File: config.mk
export PLATFORM = sky130hd
export DESIGN_NAME = laser_gun_tx_flat
export DESIGN_NICKNAME = d
export VERILOG_FILES = /design/src/rtl/duck_hunt_pkg.sv /design/src/rtl/laser_gun_tx_if.sv /design/src/rtl/sync_debounce.sv /design/src/rtl/laser_gun_tx.sv /design/src/flat_wrapper.sv
export SDC_FILE = /design/constraint.sdc
export NUM_CORES = 1
export LEC_CHECK = 0
export CAP_MARGIN = 20
export CORE_MARGIN = 2
export CORE_UTILIZATION = 45
export CTS_BUF_LIST = sky130_fd_sc_hd__clkbuf_16
export CTS_CLUSTER_SIZE = 8
export DETAILED_ROUTE_END_ITERATION = 10
export GPL_TIMING_DRIVEN = 0
export SLEW_MARGIN = 20
export SYNTH_ARGS = -nofsm -noshare
export SYNTH_HDL_FRONTEND = slang
export SYNTH_HIERARCHICAL = 1
export SYNTH_SLANG_ARGS = --single-unit
File: constraint.sdc
create_clock -name CLOCK_50 -period 3.5 [get_ports CLOCK_50]
set_input_delay 0.525 -clock CLOCK_50 [delete_from_list [all_inputs] [get_ports CLOCK_50]]
set_output_delay 0.525 -clock CLOCK_50 [all_outputs]
set_load 0.01 [all_outputs]
File: src/rtl/duck_hunt_pkg.sv
// Shared duck-hunt definitions: gun FSM states, ammo width and default timing constants
// used by both the laser gun transmitter and the target-side cooldown logic.
package duck_hunt_pkg;

  typedef enum logic [1:0] {
    IDLE      = 2'd0,
    FIRE      = 2'd1,
    RECOVER   = 2'd2,
    RELOADING = 2'd3
  } gun_state_t;

  localparam int AMMO_W = 4;

  localparam int unsigned DEF_DEBOUNCE_CYCLES = 500_000;
  localparam int unsigned DEF_SHOT_CYCLES     = 2_500_000;
  localparam int unsigned DEF_RECOVER_CYCLES  = 25_000_000;
  localparam int unsigned DEF_RELOAD_CYCLES   = 100_000_000;
  localparam int unsigned DEF_AMMO_MAX        = 6;
  localparam int unsigned DEF_MOD_HALF_CYCLES = 1_250;

  function automatic int unsigned max3(input int unsigned a, input int unsigned b,
                                       input int unsigned c);
    int unsigned m;
    m = (a > b) ? a : b;
    return (m > c) ? m : c;
  endfunction

endpackage

File: src/rtl/laser_gun_tx_if.sv
// Button inputs and laser/ammo/status outputs of one laser gun.
interface laser_gun_tx_if;
  import duck_hunt_pkg::*;

  logic              TRIGGER;
  logic              RELOAD;
  logic              LASER;
  logic [AMMO_W-1:0] AMMO;
  logic              FIRED;
  logic              EMPTY;
  logic              BUSY;

  modport master (output TRIGGER, RELOAD, input LASER, AMMO, FIRED, EMPTY, BUSY);
  modport slave  (input TRIGGER, RELOAD, output LASER, AMMO, FIRED, EMPTY, BUSY);
endinterface

File: src/rtl/sync_debounce.sv
// Two-flop synchronizer, stable-count debouncer and one-cycle rising-edge pulse
// for a raw asynchronous push button.
module sync_debounce #(
  parameter int unsigned DEBOUNCE_CYCLES = 4
) (
  input  logic clk,
  input  logic rst,
  input  logic raw,
  output logic rise
);
  localparam int CW = $clog2(DEBOUNCE_CYCLES + 1);

  logic          s1, s2, stable;
  logic [CW-1:0] cnt;

  always_ff @(posedge clk) begin
    if (rst) begin
      s1     <= 1'b0;
      s2     <= 1'b0;
      stable <= 1'b0;
      cnt    <= '0;
      rise   <= 1'b0;
    end else begin
      s1   <= raw;
      s2   <= s1;
      rise <= 1'b0;
      // accept the new level only after DEBOUNCE_CYCLES consecutive differing samples
      if (s2 != stable) begin
        if (cnt == CW'(DEBOUNCE_CYCLES - 1)) begin
          stable <= s2;
          rise   <= s2;
          cnt    <= '0;
        end else begin
          cnt <= cnt + 1'b1;
        end
      end else begin
        cnt <= '0;
      end
    end
  end
endmodule

File: src/rtl/laser_gun_tx.sv
// Laser gun transmitter: debounced trigger fires fixed-length shots, with ammo count,
// recovery dead time and timed reload. Optional carrier modulation: LASER_MOD_EN.
module laser_gun_tx
  import duck_hunt_pkg::*;
#(
  parameter int unsigned DEBOUNCE_CYCLES = DEF_DEBOUNCE_CYCLES,
  parameter int unsigned SHOT_CYCLES     = DEF_SHOT_CYCLES,
  parameter int unsigned RECOVER_CYCLES  = DEF_RECOVER_CYCLES,
  parameter int unsigned RELOAD_CYCLES   = DEF_RELOAD_CYCLES,
  parameter int unsigned AMMO_MAX        = DEF_AMMO_MAX,
  parameter int unsigned MOD_HALF_CYCLES = DEF_MOD_HALF_CYCLES
) (
  input logic           CLOCK_50,
  input logic           RESET,
  laser_gun_tx_if.slave gun
);
  localparam int unsigned CNT_MAX = max3(SHOT_CYCLES, RECOVER_CYCLES, RELOAD_CYCLES);
  localparam int CNT_W = (CNT_MAX > 1) ? $clog2(CNT_MAX) : 1;
  localparam logic [AMMO_W-1:0] AMMO_FULL = AMMO_W'(AMMO_MAX);

  gun_state_t        state;
  logic [CNT_W-1:0]  cnt;
  logic [AMMO_W-1:0] ammo;
  logic              laser, fired, empty, busy;
  logic              trig_ev, reload_ev, carrier;

  sync_debounce #(.DEBOUNCE_CYCLES(DEBOUNCE_CYCLES)) u_trig (
    .clk(CLOCK_50), .rst(RESET), .raw(gun.TRIGGER), .rise(trig_ev)
  );

  sync_debounce #(.DEBOUNCE_CYCLES(DEBOUNCE_CYCLES)) u_reload (
    .clk(CLOCK_50), .rst(RESET), .raw(gun.RELOAD), .rise(reload_ev)
  );

`ifdef LASER_MOD_EN
  localparam int MW = $clog2(MOD_HALF_CYCLES + 1);
  logic [MW-1:0] mod_cnt;
  logic          mod_ph;

  // carrier restarts high on every FIRE entry
  always_ff @(posedge CLOCK_50) begin
    if (RESET || state != FIRE) begin
      mod_cnt <= '0;
      mod_ph  <= 1'b1;
    end else if (mod_cnt == MW'(MOD_HALF_CYCLES - 1)) begin
      mod_cnt <= '0;
      mod_ph  <= ~mod_ph;
    end else begin
      mod_cnt <= mod_cnt + 1'b1;
    end
  end
  assign carrier = mod_ph;
`else
  assign carrier = 1'b1;
`endif

  always_ff @(posedge CLOCK_50) begin
    if (RESET) begin
      state <= IDLE;
      cnt   <= '0;
      ammo  <= AMMO_FULL;
      laser <= 1'b0;
      fired <= 1'b0;
      empty <= 1'b0;
      busy  <= 1'b0;
    end else begin
      fired <= 1'b0;
      // laser trails the state by one cycle so it is high exactly SHOT_CYCLES cycles
      laser <= (state == FIRE) && carrier;
      case (state)
        IDLE: begin
          if (reload_ev) begin
            state <= RELOADING;
            cnt   <= CNT_W'(RELOAD_CYCLES - 1);
            busy  <= 1'b1;
          end else if (trig_ev && ammo != '0) begin
            state <= FIRE;
            cnt   <= CNT_W'(SHOT_CYCLES - 1);
            busy  <= 1'b1;
            fired <= 1'b1;
            ammo  <= ammo - 1'b1;
            empty <= (ammo == AMMO_W'(1));
          end
        end
        FIRE: begin
          if (cnt == '0) begin
            state <= RECOVER;
            cnt   <= CNT_W'(RECOVER_CYCLES - 1);
          end else begin
            cnt <= cnt - 1'b1;
          end
        end
        RECOVER: begin
          if (cnt == '0) begin
            state <= IDLE;
            busy  <= 1'b0;
          end else begin
            cnt <= cnt - 1'b1;
          end
        end
        RELOADING: begin
          if (cnt == '0) begin
            state <= IDLE;
            busy  <= 1'b0;
            ammo  <= AMMO_FULL;
            empty <= 1'b0;
          end else begin
            cnt <= cnt - 1'b1;
          end
        end
        default: begin
          state <= IDLE;
          busy  <= 1'b0;
        end
      endcase
    end
  end

  assign gun.LASER = laser;
  assign gun.AMMO  = ammo;
  assign gun.FIRED = fired;
  assign gun.EMPTY = empty;
  assign gun.BUSY  = busy;
endmodule
File: src/flat_wrapper.sv
// flat-port wrapper written by rule: the top's interface ports become plain ports
module laser_gun_tx_flat import duck_hunt_pkg::*;
#(
  parameter int unsigned DEBOUNCE_CYCLES = DEF_DEBOUNCE_CYCLES,
  parameter int unsigned SHOT_CYCLES     = DEF_SHOT_CYCLES,
  parameter int unsigned RECOVER_CYCLES  = DEF_RECOVER_CYCLES,
  parameter int unsigned RELOAD_CYCLES   = DEF_RELOAD_CYCLES,
  parameter int unsigned AMMO_MAX        = DEF_AMMO_MAX,
  parameter int unsigned MOD_HALF_CYCLES = DEF_MOD_HALF_CYCLES
)
  (CLOCK_50, RESET, gun_TRIGGER, gun_RELOAD, gun_LASER, gun_AMMO, gun_FIRED, gun_EMPTY, gun_BUSY);
  laser_gun_tx_if gun_i ();
  input logic CLOCK_50;
  input logic RESET;
  input wire logic [$bits(gun_i.TRIGGER)-1:0] gun_TRIGGER;
  input wire logic [$bits(gun_i.RELOAD)-1:0] gun_RELOAD;
  output wire logic [$bits(gun_i.LASER)-1:0] gun_LASER;
  output wire logic [$bits(gun_i.AMMO)-1:0] gun_AMMO;
  output wire logic [$bits(gun_i.FIRED)-1:0] gun_FIRED;
  output wire logic [$bits(gun_i.EMPTY)-1:0] gun_EMPTY;
  output wire logic [$bits(gun_i.BUSY)-1:0] gun_BUSY;
  assign gun_i.TRIGGER = gun_TRIGGER;
  assign gun_i.RELOAD = gun_RELOAD;
  assign gun_LASER = gun_i.LASER;
  assign gun_AMMO = gun_i.AMMO;
  assign gun_FIRED = gun_i.FIRED;
  assign gun_EMPTY = gun_i.EMPTY;
  assign gun_BUSY = gun_i.BUSY;
  laser_gun_tx #(.DEBOUNCE_CYCLES(DEBOUNCE_CYCLES), .SHOT_CYCLES(SHOT_CYCLES), .RECOVER_CYCLES(RECOVER_CYCLES), .RELOAD_CYCLES(RELOAD_CYCLES), .AMMO_MAX(AMMO_MAX), .MOD_HALF_CYCLES(MOD_HALF_CYCLES)) u_core (.CLOCK_50(CLOCK_50), .RESET(RESET), .gun(gun_i));
endmodule
==> out/metrics.cfg <==
[outcome]
status = finished clean

[timing]
final_hold_viol_count = 0
holdWs_ns = 0.444
worst_pin_slew_ns = 0.788
setup_tns_ns = 0
clock_skew_ns = 0.00394
relSlewSlack_pct = 47.2
setup_violations = 0
rsz0062_at_grt = false
finalWorstPathRequiredPeriod_ns = 2.74
setup_ws_ns = 0.764
final_max_slew_viol_count = 0
clock.fmax_mhz = 365
timing.final.crit_share_pct = 78.2

[final_layout]
drive_gt1_share_pct = 15.2
area_delta_synth_final_pct = 12.8
final_nets = 544
fin_area_um2 = 5150
final_cells = 672
fin_util_pct = 52.5
diodes = 0

[logic_synthesis]
synth_common_cells = dfxtp_1 (83), nor2_1 (50), nand2_1 (40), nand3_1 (29), xnor2_1 (27)
async_flop_share_pct = 0
netlist_area_um2 = 4570
synth_most_common_cell = dfxtp_1
ys.warnings.count = 6
syn-mean-instance-area_um2 = 8.92
synth.distinct_cells = 80
synth_edf_count = 0
ys_seq_area_share_pct = 36.4
synth_top_area_cell = dfxtp_1
ys.flop_type = dfxtp_1
synthDominantCellAreaShare_pct = 36.4
synth-seq-cells = 83
synthesis.nets = 522
synth.area.top_cells = dfxtp_1 (36%), xnor2_1 (5.2%), nor2_1 (4.1%)
syn_inst = 512

[routing]
viasPerCell = 6.10
first_iter_violations = 186
wirelength_um = 11700
drt_first_pass_iters = 5
routedWlPerCell_um = 17.4
post-route-drc-count = 0
drtAntennaViolNets = 0
dr_total_vias = 4100

[critical_path]
reg2reg_depth = 9
slowest_stage = a31oi_1
end_kind = flop
crit_family = compound AO/OA/AOI/OAI gates
crit_start = u_core/cnt[0]
max_stage_delay_ns = 0.52
crit_path_start_kind = flop
critPathMaxFanout = 10
r2r-start = u_core/cnt[0]
cp_num_cells = 9
critPathBufInv = 3
crit_required_ns = 3.75
worst_ep_arrival_time_ns = 2.99
path_class = flop to flop
cp_cell_sequence = inv_1, ha_1, nor3b_1, and3_1, buf_2, a31oi_1, clkbuf_1, o2111ai_1, o311ai_1

[floorplanning]
pin_count = 12
fp.dieH_um = 105
rows = 36
die_x_um = 105
initial_core_util_pct = 46.5
core_area_um2 = 9820
die_area_um2 = 11000

[grt]
grt_pass1_wl_um = 20000
busiest_layer = met2
grt_pass1_vias = 3983
grtUsageTotal_pct = 22.5
gr-usage-met2_pct = 35.9
grt_antenna_before_repair = 0
use_met1_pct = 28.6
grt_overflow = 0
grt_max_degree = 17
grt.met3_usage_pct = 4.62

[power]
powerDensity_nw_per_um2 = 381
peakVddDrop_mv = 0.192
total_power_mw = 1.96
total_leakage_power_nw = 1.84

[placed_design]
placed_cell_area_um2 = 4840
dp.cells = 656
place_congestion = 0.941
dpl_worst_slack_ns = 0.770
hpwl_um = 8210
io_buffers = 11

[clocking]
clkTransAtPathRegs_ns = 0.07
cts_buffers = 9
cts_tree = built
hold_buffers = 0
clkSinkCount = 83
cts_htree_levels = 3
clock_latency_ns = 0.34
ctsResizeCount = 0
cts-root-buf = clkbuf_16
postCtsSetupBuffers = 0
cts_max_path_buffers = 2

[worst_hold_path]
whs_path_depth = 1
hp-start = u_core/u_reload/s1
hp-class = flop to flop

[run]
drv_cap = 0

layout make-up:
type / instances / area [um^2]
plain buffers: 20 / 123
clock buffers: 9 / 225
clock inverters: 7 / 83.8
fillers: 967 / 4670
inverters: 14 / 52.6
multi-input cells: 395 / 2730
flip-flops and latches: 83 / 1660
well taps: 133 / 166
repair buffers: 11 / 110
cells by family (layout without fill, tap and decap cells):
logic type,count (synthesis),count (layout),synth area share (%)
AO/OA/AOI/OAI,109,109,17.1
XOR/XNOR,34,34,6.52
adder cells (fa/ha/maj),6,6,1.64
buffers and inverters,34,61,3.84
flip-flops,83,83,36.4
multiplexers,2,2,0.493
AND/OR/NAND/NOR,244,244,34.0
cell usage in the layout (no fill, tap or decap), drive strengths merged, types with 18 or more instances in the layout:
cell    n
nor2   60
nor4   24
nand3  31
dfxtp  83
inv    18
o21ai  20
nor3   21
nand2  41
a21oi  21
xnor2  27
sequential cells by signal, indices dropped and copies added, names as in the netlist, 2 cells and up:
register / flops
u_core/cnt: 27
u_core/gun.AMMO: 4
u_core/u_trig/cnt: 19
u_core/u_reload/cnt: 19
u_core/state: 2
layer usage:
metal / up-vias / wire, um
li1: 1966 / -
met1: 1954 / 5150
met2: 137 / 5470
met3: 43 / 650
met4: 0 / 412
met5: - / 0
where the power goes:
part	internal, mW	leakage [nW]	total, mW	switching [mW]
registers	0.947	0.669	0.949	0.00196
clock network	0.567	0.149	0.984	0.417
logic	0.00861	1.02	0.0285	0.0199
final timing paths:
check,end,slack [ns]
setup / recovery,u_core/cnt[9],0.76
hold / removal,u_core/u_reload/s2,0.44
setup reg to reg,u_core/cnt[9],0.76
hold reg to reg,u_core/u_reload/s2,0.44
Power figures use the tool's default switching activity.
